--- src/rtl/hazard_scoreboard_if.sv ---
// D-stage <-> interlock scoreboard bundle: decoded source/destination info in,
// stall / bypass selects / MDU busy out.
interface hazard_scoreboard_if #(
  parameter int RW = 5,
  parameter int TW = 3,
  parameter int LW = 2
);
  logic          d_valid;
  logic [RW-1:0] d_rs;
  logic [RW-1:0] d_rt;
  logic          d_rs_en;
  logic          d_rt_en;
  logic [TW-1:0] d_rs_use;
  logic [TW-1:0] d_rt_use;
  logic          d_wr_en;
  logic [RW-1:0] d_wr_reg;
  logic [TW-1:0] d_tnew;
  logic          d_md_use;
  logic          d_md_start;
  logic          d_md_div;
  logic          flush;

  logic          stall;
  logic          md_busy;
  logic          fwd_rs;
  logic          fwd_rt;
  logic [LW-1:0] fwd_rs_sel;
  logic [LW-1:0] fwd_rt_sel;

  modport master (
    output d_valid, d_rs, d_rt, d_rs_en, d_rt_en, d_rs_use, d_rt_use,
           d_wr_en, d_wr_reg, d_tnew, d_md_use, d_md_start, d_md_div, flush,
    input  stall, md_busy, fwd_rs, fwd_rt, fwd_rs_sel, fwd_rt_sel
  );

  modport slave (
    input  d_valid, d_rs, d_rt, d_rs_en, d_rt_en, d_rs_use, d_rt_use,
           d_wr_en, d_wr_reg, d_tnew, d_md_use, d_md_start, d_md_div, flush,
    output stall, md_busy, fwd_rs, fwd_rt, fwd_rs_sel, fwd_rt_sel
  );
endinterface

--- src/rtl/hazard_scoreboard.sv ---
// Register scoreboard interlock for the 5-stage MIPS core: per-GPR Tnew and
// pipeline-position tracking plus an MDU occupancy counter.

// One scoreboard entry: position countdown (life) and result-readiness (tnew).
module hazard_scoreboard_entry #(
  parameter int TW    = 3,
  parameter int LW    = 2,
  parameter int DEPTH = 3
) (
  input  logic          clk,
  input  logic          reset,
  input  logic          load_i,
  input  logic          flush_i,
  input  logic [TW-1:0] tnew_i,
  output logic [LW-1:0] life_o,
  output logic [TW-1:0] tnew_o
);
  logic [LW-1:0] life_q, life_d;
  logic [TW-1:0] tnew_q, tnew_d;

  always_comb begin
    life_d = life_q;
    tnew_d = tnew_q;
    if (flush_i) begin
      life_d = '0;
      tnew_d = '0;
    end else if (load_i) begin
      // newest writer replaces any older one still in flight
      life_d = LW'(DEPTH);
      tnew_d = tnew_i;
    end else if (life_q != '0) begin
      life_d = life_q - LW'(1);
      tnew_d = (tnew_q != '0) ? tnew_q - TW'(1) : '0;
    end
  end

  always_ff @(posedge clk or negedge reset) begin
    if (!reset) begin
      life_q <= '0;
      tnew_q <= '0;
    end else begin
      life_q <= life_d;
      tnew_q <= tnew_d;
    end
  end

  assign life_o = life_q;
  assign tnew_o = tnew_q;
endmodule

module hazard_scoreboard #(
  parameter int NREG     = 32,
  parameter int RW       = 5,
  parameter int TW       = 3,
  parameter int DEPTH    = 3,
  parameter int LW       = 2,
  parameter int MULT_CYC = 5,
  parameter int DIV_CYC  = 10
) (
  input  logic                 clk,
  input  logic                 reset,
  hazard_scoreboard_if.slave   sb
);
  localparam int MAXC = (DIV_CYC > MULT_CYC) ? DIV_CYC : MULT_CYC;
  localparam int MDW  = $clog2(MAXC + 1);

  logic [NREG-1:0][LW-1:0] life;
  logic [NREG-1:0][TW-1:0] tnew;
  logic                    issue;
  logic                    hz_rs, hz_rt, hz_md;
  logic [LW-1:0]           rs_life, rt_life;
  logic [TW-1:0]           rs_tnew, rt_tnew;
  logic [MDW-1:0]          md_cnt_q, md_cnt_d;

  // r0 is hard-wired zero and never has a writer in flight
  assign life[0] = '0;
  assign tnew[0] = '0;

  assign issue = sb.d_valid && !sb.stall && !sb.flush;

  for (genvar g = 1; g < NREG; g++) begin : g_ent
    hazard_scoreboard_entry #(
      .TW   (TW),
      .LW   (LW),
      .DEPTH(DEPTH)
    ) u_ent (
      .clk    (clk),
      .reset  (reset),
      .load_i (issue && sb.d_wr_en && (sb.d_wr_reg == RW'(g))),
      .flush_i(sb.flush),
      .tnew_i (sb.d_tnew),
      .life_o (life[g]),
      .tnew_o (tnew[g])
    );
  end

  assign rs_life = life[sb.d_rs];
  assign rt_life = life[sb.d_rt];
  assign rs_tnew = tnew[sb.d_rs];
  assign rt_tnew = tnew[sb.d_rt];

  assign hz_rs = sb.d_rs_en && (sb.d_rs != '0) && (rs_life != '0) && (rs_tnew > sb.d_rs_use);
  assign hz_rt = sb.d_rt_en && (sb.d_rt != '0) && (rt_life != '0) && (rt_tnew > sb.d_rt_use);
  assign hz_md = sb.d_md_use && (md_cnt_q != '0);

  assign sb.stall      = sb.d_valid && (hz_rs || hz_rt || hz_md);
  assign sb.fwd_rs     = (sb.d_rs != '0) && (rs_life != '0);
  assign sb.fwd_rt     = (sb.d_rt != '0) && (rt_life != '0);
  assign sb.fwd_rs_sel = rs_life;
  assign sb.fwd_rt_sel = rt_life;

  // a launched mult/div always completes, so flush leaves the counter alone
  always_comb begin
    md_cnt_d = md_cnt_q;
    if (issue && sb.d_md_start)
      md_cnt_d = sb.d_md_div ? MDW'(DIV_CYC) : MDW'(MULT_CYC);
    else if (md_cnt_q != '0)
      md_cnt_d = md_cnt_q - MDW'(1);
  end

  always_ff @(posedge clk or negedge reset) begin
    if (!reset) md_cnt_q <= '0;
    else        md_cnt_q <= md_cnt_d;
  end

  assign sb.md_busy = (md_cnt_q != '0);
endmodule

--- src/flat_wrapper.sv ---
// flat-port wrapper written by rule: the top's interface ports become plain ports
module hazard_scoreboard_flat 
#(
  parameter int NREG     = 32,
  parameter int RW       = 5,
  parameter int TW       = 3,
  parameter int DEPTH    = 3,
  parameter int LW       = 2,
  parameter int MULT_CYC = 5,
  parameter int DIV_CYC  = 10
)
  (clk, reset, sb_d_valid, sb_d_rs, sb_d_rt, sb_d_rs_en, sb_d_rt_en, sb_d_rs_use, sb_d_rt_use, sb_d_wr_en, sb_d_wr_reg, sb_d_tnew, sb_d_md_use, sb_d_md_start, sb_d_md_div, sb_flush, sb_stall, sb_md_busy, sb_fwd_rs, sb_fwd_rt, sb_fwd_rs_sel, sb_fwd_rt_sel);
  hazard_scoreboard_if #(.RW(RW), .TW(TW), .LW(LW)) sb_i ();
  input  logic clk;
  input  logic reset;
  input wire logic [$bits(sb_i.d_valid)-1:0] sb_d_valid;
  input wire logic [$bits(sb_i.d_rs)-1:0] sb_d_rs;
  input wire logic [$bits(sb_i.d_rt)-1:0] sb_d_rt;
  input wire logic [$bits(sb_i.d_rs_en)-1:0] sb_d_rs_en;
  input wire logic [$bits(sb_i.d_rt_en)-1:0] sb_d_rt_en;
  input wire logic [$bits(sb_i.d_rs_use)-1:0] sb_d_rs_use;
  input wire logic [$bits(sb_i.d_rt_use)-1:0] sb_d_rt_use;
  input wire logic [$bits(sb_i.d_wr_en)-1:0] sb_d_wr_en;
  input wire logic [$bits(sb_i.d_wr_reg)-1:0] sb_d_wr_reg;
  input wire logic [$bits(sb_i.d_tnew)-1:0] sb_d_tnew;
  input wire logic [$bits(sb_i.d_md_use)-1:0] sb_d_md_use;
  input wire logic [$bits(sb_i.d_md_start)-1:0] sb_d_md_start;
  input wire logic [$bits(sb_i.d_md_div)-1:0] sb_d_md_div;
  input wire logic [$bits(sb_i.flush)-1:0] sb_flush;
  output wire logic [$bits(sb_i.stall)-1:0] sb_stall;
  output wire logic [$bits(sb_i.md_busy)-1:0] sb_md_busy;
  output wire logic [$bits(sb_i.fwd_rs)-1:0] sb_fwd_rs;
  output wire logic [$bits(sb_i.fwd_rt)-1:0] sb_fwd_rt;
  output wire logic [$bits(sb_i.fwd_rs_sel)-1:0] sb_fwd_rs_sel;
  output wire logic [$bits(sb_i.fwd_rt_sel)-1:0] sb_fwd_rt_sel;
  assign sb_i.d_valid = sb_d_valid;
  assign sb_i.d_rs = sb_d_rs;
  assign sb_i.d_rt = sb_d_rt;
  assign sb_i.d_rs_en = sb_d_rs_en;
  assign sb_i.d_rt_en = sb_d_rt_en;
  assign sb_i.d_rs_use = sb_d_rs_use;
  assign sb_i.d_rt_use = sb_d_rt_use;
  assign sb_i.d_wr_en = sb_d_wr_en;
  assign sb_i.d_wr_reg = sb_d_wr_reg;
  assign sb_i.d_tnew = sb_d_tnew;
  assign sb_i.d_md_use = sb_d_md_use;
  assign sb_i.d_md_start = sb_d_md_start;
  assign sb_i.d_md_div = sb_d_md_div;
  assign sb_i.flush = sb_flush;
  assign sb_stall = sb_i.stall;
  assign sb_md_busy = sb_i.md_busy;
  assign sb_fwd_rs = sb_i.fwd_rs;
  assign sb_fwd_rt = sb_i.fwd_rt;
  assign sb_fwd_rs_sel = sb_i.fwd_rs_sel;
  assign sb_fwd_rt_sel = sb_i.fwd_rt_sel;
  hazard_scoreboard #(.NREG(NREG), .RW(RW), .TW(TW), .DEPTH(DEPTH), .LW(LW), .MULT_CYC(MULT_CYC), .DIV_CYC(DIV_CYC)) u_core (.clk(clk), .reset(reset), .sb(sb_i));
endmodule
--- config.mk ---
export PLATFORM = sky130hd
export DESIGN_NAME = hazard_scoreboard_flat
export DESIGN_NICKNAME = d
export VERILOG_FILES = /design/src/rtl/hazard_scoreboard_if.sv /design/src/rtl/hazard_scoreboard.sv /design/src/flat_wrapper.sv
export SDC_FILE = /design/constraint.sdc
export NUM_CORES = 1
export LEC_CHECK = 0
export ABC_AREA = 1
export BUFFER_PORTS_ARGS = -buffer_cell sky130_fd_sc_hd__buf_2
export CAP_MARGIN = 20
export CORE_ASPECT_RATIO = 0.9
export CORE_UTILIZATION = 40
export CTS_BUF_LIST = sky130_fd_sc_hd__clkbuf_8
export DETAILED_ROUTE_END_ITERATION = 6
export GPL_TIMING_DRIVEN = 0
export SETUP_SLACK_MARGIN = 0.4
export SYNTH_ARGS = -nofsm -noshare
export SYNTH_HDL_FRONTEND = slang
export SYNTH_HIERARCHICAL = 1
export SYNTH_SLANG_ARGS = --single-unit
--- constraint.sdc ---
create_clock -name clk -period 5 [get_ports clk]
set_clock_uncertainty 0.1 [all_clocks]
set_input_delay 0.75 -clock clk [delete_from_list [all_inputs] [get_ports clk]]
set_output_delay 0.75 -clock clk [all_outputs]
set_load 0.01 [all_outputs]
Word level (Yosys, flattened, before mapping)
Index checks and enable logic that the tools add are counted.
- eq/ne operators: 31
- mux-type cells: 228
- add/sub/neg operators: 63
- reduce and logical (&&, ||, !) cells: 148
- magnitude comparators: 4
- operators with widths (kind ; number):
    two-way mux 3 bit ; 126
    two-way mux 2 bit ; 95
    nonzero test 3 bit ; 62
    subtractor 3 x 1 -> 3 bit (second input constant) ; 31
    equality test 5 bit (second input constant) ; 16
    nonzero test 2 bit ; 34
    subtractor 2 x 1 -> 2 bit (second input constant) ; 31
    logical AND 1 bit ; 45
    equality test 5 x 4 -> 1 bit (second input constant) ; 8
    binary-select mux 3 bit (select 5 bit) ; 2
    binary-select mux 2 bit (select 5 bit) ; 2
    equality test 5 x 3 -> 1 bit (second input constant) ; 4
    < comparator 5 x 6 -> 1 bit (second input constant) ; 2
    two-way mux 4 bit ; 3
    equality test 5 x 2 -> 1 bit (second input constant) ; 2
    nonzero test 5 bit ; 2
    greater-than comparator 3 bit ; 2
    equality test 5 x 1 -> 1 bit (second input constant) ; 1
    nonzero test 4 bit ; 1
    subtractor 4 x 1 -> 4 bit (second input constant) ; 1
    zero test 1 bit ; 2
    logical OR 1 bit ; 2
- register bits after elaboration: 159
- output and inout port bits: 8

Logic depth before layout (Yosys ltp)
- word-level depth: 15
- gate-level depth with buffers: 27
- gate-level depth less buffers: 23

By module
The synthesis kept the hierarchy.
- modules (own cells, without submodules) (module ; times used ; cells each ; area each (um^2)):
    hazard_scoreboard_entry ; 31 ; 44 ; 315.3
    hazard_scoreboard ; 1 ; 755 ; 3697.3

Worst setup path before layout
Ideal clock, no wire load.
- kind: input to register
- from: input port sb_d_rs[0]
- to: register u_core.g_ent[28].u_ent.tnew_q[1]
- setup time: 116 ps
- arrival: 3871 ps
- setup slack: 912 ps
- required time: 4784 ps
- cell stages on the path: 26
- path through: buf_4 > inv_4 > nor2_2 > buf_6 > clkbuf_1 > a22oi_1 > o21ai_0 > nand2_1 > nand3_1 > o221ai_1 > a32oi_1 > ha_1 > a21oi_1 > o21ai_0 > and3_1 > nand2_2 > nand4_2 > nor2_4 > nand2_2 > buf_6 > nor2_1 > inv_2 > nand3_4 > inv_1 > nand2_1 > nand2_1
- longest elaborated chain between the ends: 15
- elaborated cells on any way between the ends: 21
- ends and longest elaborated chain (element ; RTL line ; text):
    from (decl) ; flat_wrapper.sv:17 ; input wire logic [$bits(sb_i.d_rs)-1:0] sb_d_rs;
    parallel branches: the longest is 4 deep, another holds greater-than comparator 3 bit ; n/a ;
    logical AND 1 bit (*) ; hazard_scoreboard.sv:102 ; assign hz_rs = sb.d_rs_en && (sb.d_rs != '0) && (rs_life != '0) && (rs_tnew > sb.d_rs_use);
    logical OR 1 bit (*) (2 in a row) ; hazard_scoreboard.sv:106 ; assign sb.stall = sb.d_valid && (hz_rs || hz_rt || hz_md);
    logical AND 1 bit (*) ; hazard_scoreboard.sv:106 ;
    zero test 1 bit (*) ; hazard_scoreboard.sv:79 ; assign issue = sb.d_valid && !sb.stall && !sb.flush;
    logical AND 1 bit (*) (2 in a row) ; hazard_scoreboard.sv:79 ;
    logical AND 1 bit (*) (2 in a row) ; hazard_scoreboard.sv:89 ; .load_i (issue && sb.d_wr_en && (sb.d_wr_reg == RW'(g))),
    two-way mux 3 bit ; hazard_scoreboard.sv:27 ; end else if (load_i) begin
    two-way mux 3 bit ; hazard_scoreboard.sv:24 ; if (flush_i) begin
    to (signal assigned) ; hazard_scoreboard.sv:43 ; tnew_q <= tnew_d;
    to (decl) ; hazard_scoreboard.sv:19 ; logic [TW-1:0] tnew_q, tnew_d;
Mark *: on every way between the ends. The select of a mux whose other input is x is not followed.
A chain may end at the register's enable or synchronous reset.

Worst setup path in the final report
- from: input port sb_d_rt[1]
- to: output port sb_stall
- longest elaborated chain between the ends: 8
- elaborated cells on any way between the ends: 13
- ends and longest elaborated chain (element ; RTL line ; text):
    from (decl) ; flat_wrapper.sv:18 ; input wire logic [$bits(sb_i.d_rt)-1:0] sb_d_rt;
    parallel branches: the longest is 4 deep, another holds greater-than comparator 3 bit ; n/a ;
    logical AND 1 bit (*) ; hazard_scoreboard.sv:103 ; assign hz_rt = sb.d_rt_en && (sb.d_rt != '0) && (rt_life != '0) && (rt_tnew > sb.d_rt_use);
    logical OR 1 bit (*) (2 in a row) ; hazard_scoreboard.sv:106 ;
    logical AND 1 bit (*) ; hazard_scoreboard.sv:106 ;
    to (decl) ; flat_wrapper.sv:30 ; output wire logic [$bits(sb_i.stall)-1:0] sb_stall;
Marked as above.

==> impl_metrics.csv <==
group,metric,value,unit
synth,post_synth_instance_area,13500,µm²
placement,post_dp_cell_area,14200,µm²
synth,synth_cells,2119,
timing,worst_pin_slew,1.02,ns
power,power_frac_seq,34.9,%
global_route,antenna_found_initial,1,
finish,area_growth,10.5,%
route,drt_first_pass_iters,5,
floorplanning,initial_core_util,40.8,%
synth,synth_cell_types,42,
clocking,clockRootBuffer,"clkbuf_8",
route,wl_per_cell,17.7,µm
route,final_antenna_net_count,0,
clocking,htreeDepth,4,
placement,hpwl,35000,µm
route,vias,13900,
route,routed_via_density,5.30,
power,p_int,2750,µW
timing,setup_viol,0,
clocking,cts_hold_buf,0,
route,drc,0,
timing,fmax,224,MHz
floorplanning,die_x,195,µm
timing,fin_setup_tns,0,ns
floorplanning,core.rowCount,63,
placement,gp_congestion,1.00,
placement,portBuffers,39,
critical_path,end_kind,"output port",
global_route,overflow,0,
power,p_sw,2100,µW
global_route,grt_start_max_net_pins,98,
global_route,grt_use_total,27.5,%
synth,synth_top_area_cell,"dfrtp_1",
timing,hold_viol,0,
critical_path,reg2regPathDepth,22,
power,sw_frac_of_total,43.3,%
min_path,min_path_type,"in2async",
floorplanning,die-area,34400,µm²
synth,yosys-top-cells-area,"dfrtp_1 (30%), nand2_1 (20%), inv_1 (9.3%)",
critical_path,path_class,"in2out",
synth,synth.avg_cell_area,6.36,µm²
finish,stdcell_area,14900,µm²
critical_path,cp_max_fo,10,
global_route,grt_pass1_vias,12700,
clocking,insertion_delay,0.53,ns
timing,min_period,4.47,ns
clocking,cts_tree,"done",
critical_path,crit_arrival,3.62,ns
route,drtIter0Drc,1316,
floorplanning,io-pin-count,42,
synth,synth_top_area_share,29.5,%
power,cellLeakagePower,0.00775,µW
synth,syn_nets,2192,
timing,rsz0062_at_grt,"false",
power,pwr-share-clk,22.0,%
finish,nets,2254,
synth,synth-seq-cells,159,
floorplanning,fp.coreArea,33000,µm²
outcome,status,"finished, final reports clean",
job,maxCapViolations,0,
synth,synth_warnings,6,
clocking,cts_buffer_depth,2,
route,drt-total-wl,46400,µm
power,p_per_area,326,nW/µm²
clocking,cts-buffers-inserted,17,
placement,place_inst,2581,
critical_path,worst_setup_path_start_kind,"input pin",
clocking,clk_pin_slew,0.10,ns
timing,fin_crit_sh,89.4,%
clocking,cts.sinks,159,
floorplanning,die_h,176,µm
finish,fillers,3421,
timing,slew_violations,0,
finish,final_cells,2618,
power,vdd_drop_max,181,µV
critical_path,required,4.15,ns
synth,ys_seq_area_share,29.5,%
finish,drive_above_1_share,14.7,%
global_route,grt_pass1_wl,71800,µm
timing,maxSlewHeadroom,32.0,%
power,p_comb_share,43.1,%
[cell usage after synthesis (all sizes together)]
cell type	instances
a211oi	1
a21oi	48
a221o	1
a221oi	10
a22oi	11
a31oi	2
a32o	1
a32oi	2
and3	1
buf	20
clkbuf	30
clkinv	2
dfrtp	159
ha	39
inv	401
nand2	748
nand3	223
nand3b	1
nand4	6
nor2	217
nor3	3
o211ai	14
o21ai	93
o221ai	14
o22ai	62
or2	7
xnor2	1
xor2	2
[worst max-delay path, cell delays in order]
cell and delay [ns]:
buf_2 0.14, clkbuf_2 0.30, buf_1 0.47, nand3_1 0.21, o211ai_1 0.14, a21oi_1 0.13
nor3_1 0.24, a31oi_1 0.08, ha_1 0.33, nand3_1 0.09, nand2_1 0.06, a21oi_2 0.23
nand2_2 0.11, nand3_1 0.10, nand2_1 0.05, inv_1 0.04, buf_2 0.12
[stage by stage]
step           worst slack, ns  util (%)  power (µW)  hold WS (ns)
2_1_floorplan            0.912         -        3210         0.354
3_3_place_gp            -0.676      43.0        3700         0.398
3_5_place_dp            -0.672      43.1        3760         0.409
4_1_cts                  0.409      44.6        4860        0.0379
5_1_grt                  0.398      45.1        5220        0.0595
6_report                 0.532      45.1        4860        0.0366
[cells in the final DEF, fill, tap and decap left out, types with 4 or more instances in the layout]
master,count
o22ai_1,62
o21ai_0,62
inv_2,65
a22oi_1,11
nand2_1,711
a21oi_1,47
clkbuf_8,17
clkbuf_1,9
buf_2,43
nor2_4,12
o211ai_1,13
or2_1,4
inv_1,336
nor2_1,184
nand2_4,31
buf_6,11
nor2_2,21
nand3_4,32
nand3_1,190
o21ai_2,31
nand2_2,6
a221oi_1,10
clkbuf_2,17
o221ai_1,14
inv_6,6
buf_4,5
dfrtp_1,159
nand4_1,5
clkbuf_4,4
ha_1,39
[kinds of logic (layout without fill, tap and decap cells)]
group           count (synthesis)  after routing  share of synthesized area, %
buf+inv                       453            528                          13.4
simple gates                 1206           1206                          40.9
xor+xnor                        3              3                         0.195
flops                         159            159                          29.5
fa+ha+maj                      39             39                          3.62
other cells                     0              2                             0
compound gates                259            259                          12.4
[per-layer routing]
| metal | global-route usage, % | routed length [µm] | up-vias |
|---|---|---|---|
| met5 | 0 | 0 | - |
| met4 | 10.9 | 1490 | 0 |
| met3 | 5.25 | 3670 | 84 |
| met2 | 41.6 | 19800 | 547 |
| met1 | 38.6 | 21500 | 6459 |
| li1 | - | - | 6795 |
[power groups by stage]
stage	registers [µW]	clock network (µW)	logic [µW]
CTS	1690	1100	2060
global route	1720	1140	2360
detailed placement	1720	0	2050
global placement	1710	0	1990
finish	1690	1070	2100
floorplan	1640	0	1570
[layout make-up]
class,instances,area (µm²),area share [%]
multi-input combinational,1507,7850,52.7
sequential,159,3980,26.7
inverter,403,1520,10.2
tap,422,528,3.55
buffer,50,324,2.18
timing repair buffer,43,268,1.80
clock buffer,17,234,1.57
clock inverter,15,183,1.23
antenna,2,5.00,0.0336
[repair_timing]
action,CTS,global route
buffers inserted,0,3
endpoints found under the setup margin,156,156
pin swaps,0,4
gates resized for setup,26,63
gates cloned,0,0
[worst paths after layout]
path	from	end	slack (ns)
setup / recovery	sb_d_rt[1]	sb_stall	0.53
max in group asynchronous	reset	u_core/g_ent[11].u_ent/life_o[0]$_DFFE_PN0P_	3.87
hold reg to reg	u_core/md_cnt_q[1]$_DFFE_PN0P_	u_core/md_cnt_q[1]$_DFFE_PN0P_	0.43
hold / removal	reset	u_core/g_ent[20].u_ent/tnew_o[0]$_DFFE_PN0P_	0.04
setup reg to reg	u_core/g_ent[8].u_ent/tnew_o[1]$_DFFE_PN0P_	u_core/g_ent[28].u_ent/tnew_o[1]$_DFFE_PN0P_	1.12
min in group clk	u_core/md_cnt_q[1]$_DFFE_PN0P_	u_core/md_cnt_q[1]$_DFFE_PN0P_	0.43
[flip-flops by register name, indices dropped and copies added, names as in the netlist]
signal	flops
u_core/g_ent.u_ent/life_o	62
u_core/g_ent.u_ent/tnew_o	93
u_core/md_cnt_q	4
Note: power is estimated with default switching activity, not from simulation.
